<file path="src/rtl/intellight_pkg.sv">
// intellight_pkg: shared constants and scan FSM encoding for the Intellight Q-value selection path
package intellight_pkg;
    localparam int N_ACTION  = 4;
    localparam int ACT_WIDTH = 2;
    typedef enum logic [1:0] {IDLE = 2'd0, SCAN = 2'd1, DONE = 2'd2} scan_state_e;
endpackage

</file>
<file path="src/rtl/qmax_scan_controller.sv">
// qmax_scan_controller: walks the 4:1 Q-value mux, tracks the signed running maximum
// and applies an epsilon-greedy override to the chosen action
module qmax_scan_controller
    import intellight_pkg::*;
#(
    parameter int DATA_WIDTH = 16
) (
    input  logic                         clk,
    input  logic                         rst_n,
    input  logic                         start,
    input  logic                         explore,
    input  logic [ACT_WIDTH-1:0]         rand_act,
    input  logic signed [DATA_WIDTH-1:0] q_in,
    output logic [ACT_WIDTH-1:0]         sel,
    output logic                         busy,
    output logic                         done,
    output logic signed [DATA_WIDTH-1:0] max_q,
    output logic [ACT_WIDTH-1:0]         max_act,
    output logic [ACT_WIDTH-1:0]         act
);
    scan_state_e                  state_q, state_d;
    logic [ACT_WIDTH-1:0]         sel_q, sel_d;
    logic                         explore_q, explore_d;
    logic [ACT_WIDTH-1:0]         rand_q, rand_d;
    logic signed [DATA_WIDTH-1:0] max_q_q, max_q_d;
    logic [ACT_WIDTH-1:0]         max_act_q, max_act_d;
    logic [ACT_WIDTH-1:0]         act_q, act_d;
    logic                         load, last;

    // strict compare keeps the lowest index among equal maxima
    assign load = (sel_q == '0) || (q_in > max_q_q);
    assign last = sel_q == ACT_WIDTH'(N_ACTION - 1);

    always_comb begin
        state_d   = state_q;
        sel_d     = sel_q;
        explore_d = explore_q;
        rand_d    = rand_q;
        max_q_d   = max_q_q;
        max_act_d = max_act_q;
        act_d     = act_q;
        case (state_q)
            IDLE: if (start) begin
                state_d   = SCAN;
                sel_d     = '0;
                explore_d = explore;
                rand_d    = rand_act;
            end
            SCAN: begin
                if (load) begin
                    max_q_d   = q_in;
                    max_act_d = sel_q;
                end
                if (last) begin
                    state_d = DONE;
                    sel_d   = '0;
                    act_d   = explore_q ? rand_q : max_act_d;
                end else begin
                    sel_d = sel_q + 1'b1;
                end
            end
            DONE:    state_d = IDLE;
            default: state_d = IDLE;
        endcase
    end

    always_ff @(posedge clk or negedge rst_n) begin
        if (!rst_n) begin
            state_q   <= IDLE;
            sel_q     <= '0;
            explore_q <= 1'b0;
            rand_q    <= '0;
            max_q_q   <= '0;
            max_act_q <= '0;
            act_q     <= '0;
        end else begin
            state_q   <= state_d;
            sel_q     <= sel_d;
            explore_q <= explore_d;
            rand_q    <= rand_d;
            max_q_q   <= max_q_d;
            max_act_q <= max_act_d;
            act_q     <= act_d;
        end
    end

    assign sel     = sel_q;
    assign busy    = state_q != IDLE;
    assign done    = state_q == DONE;
    assign max_q   = max_q_q;
    assign max_act = max_act_q;
    assign act     = act_q;
endmodule

</file>
<file path="config.mk">
export PLATFORM = sky130hd
export DESIGN_NAME = qmax_scan_controller
export DESIGN_NICKNAME = d
export VERILOG_FILES = /design/src/rtl/intellight_pkg.sv /design/src/rtl/qmax_scan_controller.sv
export SDC_FILE = /design/constraint.sdc
export NUM_CORES = 1
export LEC_CHECK = 0
export ABC_AREA = 1
export BUFFER_PORTS_ARGS = -buffer_cell sky130_fd_sc_hd__buf_2
export CAP_MARGIN = 20
export CORE_UTILIZATION = 50
export CTS_CLUSTER_DIAMETER = 200
export DETAILED_ROUTE_END_ITERATION = 8
export GPL_TIMING_DRIVEN = 0
export PLACE_DENSITY = 0.76
export SETUP_SLACK_MARGIN = 0.15
export SKIP_LAST_GASP = 1
export SYNTH_ARGS = -nofsm -noshare
export SYNTH_HDL_FRONTEND = slang
export SYNTH_SLANG_ARGS = --single-unit
</file>
<file path="constraint.sdc">
create_clock -name clk -period 4.4 [get_ports clk]
set_input_delay 0.22 -clock clk [delete_from_list [all_inputs] [get_ports clk]]
set_output_delay 0.22 -clock clk [all_outputs]
set_load 0.005 [all_outputs]
</file>
==> run_results.csv <==
group,metric,value,unit
status,status,"completed",
power,p_per_area,734,nW/um2
timing,finalSetupViolCount,0,
clocking,ctsRootBufferMaster,"clkbuf_4",
clocking,clock-sinks,27,
placed_design,hpwl,2380,um
setup_path,critical_path.startpoint,"max_q[5]$_DFFE_PN0P_",
floorplanning,rows,21,
timing,tns,0,ns
clocking,clk_latency,0.33,ns
clocking,clk_path_buf_depth,2,
cells_and_area,drive_above_1_share,39.0,%
drt,wirelength,2950,um
synth,ys_seq_area_share,38.9,%
job,drv_cap,0,
synth,yosys.area_share.simple,23.3,%
setup_path,critical-path-max-stage-delay,0.40,ns
setup_path,cpMaxStageDelayCell,"dfrtp_1",
timing,slew_violations,0,
floorplanning,pin_count,46,
setup_path,crit_arrival,2.20,ns
setup_path,reg2regPathDepth,15,
clocking,cts_buffers,3,
setup_path,startpoint_type,"flip-flop",
timing,max_freq,506,MHz
synth,synth_nets,231,
setup_path,critical_path_class,"flip-flop to flip-flop",
drt,antenna_left,0,
drt,drtIter0Drc,15,
power,p_leak,1.11,nW
setup_path,cp.buffers_inverters,2,
setup_path,critPathCaptureType,"flip-flop",
placed_design,portBuffers,45,
timing,fin_crit_sh,44.9,%
global_routing,gr-total-overflow,0,
timing,finalHoldViolCount,0,
floorplanning,die_y,60.9,um
synth,synth_xor_area_share,0,%
setup_path,worstSetupEndpoint,"max_q[15]$_DFFE_PN0P_",
synth,synthAdderAreaFrac,13.0,%
cells_and_area,area_growth,18.6,%
synth,synth_compound_area_share,12.9,%
setup_path,required,4.63,ns
cells_and_area,nFillCells,316,
synth,synth_mux_area_share,1.30,%
global_routing,grt_usage,18.3,%
setup_path,reg2reg_slack,2.43,ns
global_routing,grt_max_degree,28,
timing,hold_slack,0.101,ns
setup_path,cp.depth,15,
timing,worst_pin_slew,0.588,ns
cells_and_area,multi_input_area,876,um2
clocking,path_clk_slew,0.15,ns
synth,synth_top_family_by_area,"simple AND/OR/NAND/NOR gates",
drt,wl_per_cell,10.3,um
timing,rsz0062_at_grt,"no",
cells_and_area,seq_area,676,um2
clocking,htree_levels,1,
drt,drtPass1Iterations,4,
global_routing,grt_pass1_wl,5070,um
placed_design,gp_congestion,0.776,
setup_path,crit_fanout,10,
setup_path,crit_family,"simple AND/OR/NAND/NOR gates",
synth,syn-cell-area,1740,um2
timing,skew,0.00884,ns
floorplanning,die_w,60.9,um
clocking,postCtsSetupBuffers,0,
global_routing,grt_pass1_vias,1217,
setup_path,worstPathCellList,"inv_1 > ha_1 > a21oi_1 > nor2_1 > nor2_1 > nand2_1 > nand2_1 > nand2_1 > nand2_1 > nand2_2 > nand2_4 > nand2_8 > buf_12 > nor2_4 > a21oi_2",
min_path,hold_class,"input port to flip-flop",
timing,relSlewSlack,60.8,%
synth,synthCells,191,
clocking,hold_buffers,1,
cells_and_area,diodes,0,
floorplanning,core,3340,um2
synth,ys_warn_count,0,
drt,num_vias,1312,
timing,period_needed,1.97,ns
global_routing,antenna_found_initial,0,
cells_and_area,finalNetCount,282,
setup_path,worst_r2r_endpoint,"max_q[15]$_DFFE_PN0P_",
clocking,cts_resized,0,
floorplanning,die_area,3710,um2
clocking,cts_tree,"built",
synth,ys_seq_elements,27,
setup_path,r2r-start,"max_q[5]$_DFFE_PN0P_",
drt,drc,0,
synth,avgSynthCellArea,9.09,um2
setup_path,crit_path_frequent_cell,"nand2_1",
floorplanning,start_util,52.0,%
drt,vias_per_cell,4.57,
power,peakVddDrop,0.399,mV
synth,synth_cell_type_count,25,
-- state kept, by name, summed over array words and instances (netlist names) --
register,count
act,2
explore_q,1
max_act,2
max_q,16
rand_q,2
sel,2
state_q,2
-- worst register-to-register path, stage by stage, from the launching register on --
cell     delay, ns
dfrtp_1       0.40
inv_1         0.09
ha_1          0.24
a21oi_1       0.15
nor2_1        0.05
nor2_1        0.10
nand2_1       0.08
nand2_1       0.09
nand2_1       0.06
nand2_1       0.06
nand2_2       0.09
nand2_4       0.10
nand2_8       0.08
buf_12        0.17
nor2_4        0.08
a21oi_2       0.03
-- routing by layer --
layer | track usage (%) | vias to the layer above | routed length, um
li1 | - | 698 | -
met3 | 2.77 | 4 | 73
met2 | 29.2 | 23 | 1390
met4 | 7.47 | 0 | 49
met5 | 0 | - | 0
met1 | 24.8 | 587 | 1440
-- power by group --
| part | internal [mW] | total, mW | switching (mW) |
|---|---|---|---|
| Combinational | 0.407 | 0.963 | 0.557 |
| Clock | 0.0347 | 0.109 | 0.0741 |
| Sequential | 0.373 | 0.440 | 0.0673 |
-- through the flow --
stage	setup WS [ns]	power, mW	cell area (um2)	util (%)	instances
finish	2.43	1.51	2060	61.7	287
global route	2.18	1.68	2060	61.7	287
CTS	2.42	1.54	2060	61.7	287
detailed placement	2.44	1.42	2020	60.5	282
global placement	2.48	1.40	2020	60.5	282
floorplan	2.60	1.18	1740	-	191
-- area by class of cell --
class	instances	share of cell area, %
Timing Repair Buffer	46	11.4
Inverter	38	6.93
Tap cell	46	2.79
Clock inverter	1	0.365
Clock buffer	3	1.09
Multi-Input combinational cell	123	42.5
Buffer	3	2.07
Sequential cell	27	32.8
-- logic make-up (layout without fill, tap and decap cells) --
group	after synthesis	after routing
AO/OA/AOI/OAI	30	30
buffers and inverters	41	91
adder cells (fa/ha/maj)	18	18
flip-flops	27	27
AND/OR/NAND/NOR	73	73
multiplexers	2	2
-- how the worst min path moves through the flow --
stage | end | slack [ns] | cells after the start | start
global route | rand_q[1]$_DFFE_PN0P_ | 0.08 | 2 | rand_act[1]
CTS | rand_q[0]$_DFFE_PN0P_ | 0.09 | 2 | rand_act[0]
detailed placement | max_q[2]$_DFFE_PN0P_ | 0.26 | 1 | rst_n
finish | rand_q[1]$_DFFE_PN0P_ | 0.10 | 2 | rand_act[1]
global placement | max_q[2]$_DFFE_PN0P_ | 0.27 | 1 | rst_n
floorplan | act[0]$_DFFE_PN0P_ | -0.08 | 0 | rst_n
-- layout by cell type, fill, tap and decap left out, types with 2 or more instances in the layout --
master,n
buf_6,2
a21oi_2,16
o21ai_2,3
nor2_4,9
nor2_1,15
ha_1,18
inv_2,5
nand3_1,7
dfrtp_1,27
nand2_1,30
a21oi_1,9
nand2_2,3
mux2_1,2
clkbuf_4,3
or2_2,2
buf_2,45
inv_1,33
-- synth_stat cells --
cell type / count / area share, %
inv_1: 33 / 7.1
or2_0: 1 / 0.36
nand2_2: 3 / 1.1
a21oi_2: 16 / 8.1
nor2_4: 9 / 5.8
o21ai_1: 1 / 0.29
nand4_2: 1 / 0.72
nor2_1: 15 / 3.2
nand2_4: 1 / 0.65
ha_1: 18 / 13
nand4_1: 1 / 0.36
or2_2: 2 / 0.72
nor2_2: 1 / 0.36
nand3_1: 7 / 2.0
nand2_1: 30 / 6.5
a21o_1: 1 / 0.43
buf_12: 1 / 1.2
buf_6: 2 / 1.3
mux2_1: 2 / 1.3
inv_2: 5 / 1.1
o21ai_2: 3 / 1.5
nand2_8: 1 / 1.2
dfrtp_1: 27 / 39
nor3_1: 1 / 0.29
a21oi_1: 9 / 2.6
Note: power is estimated with default switching activity, not from simulation.
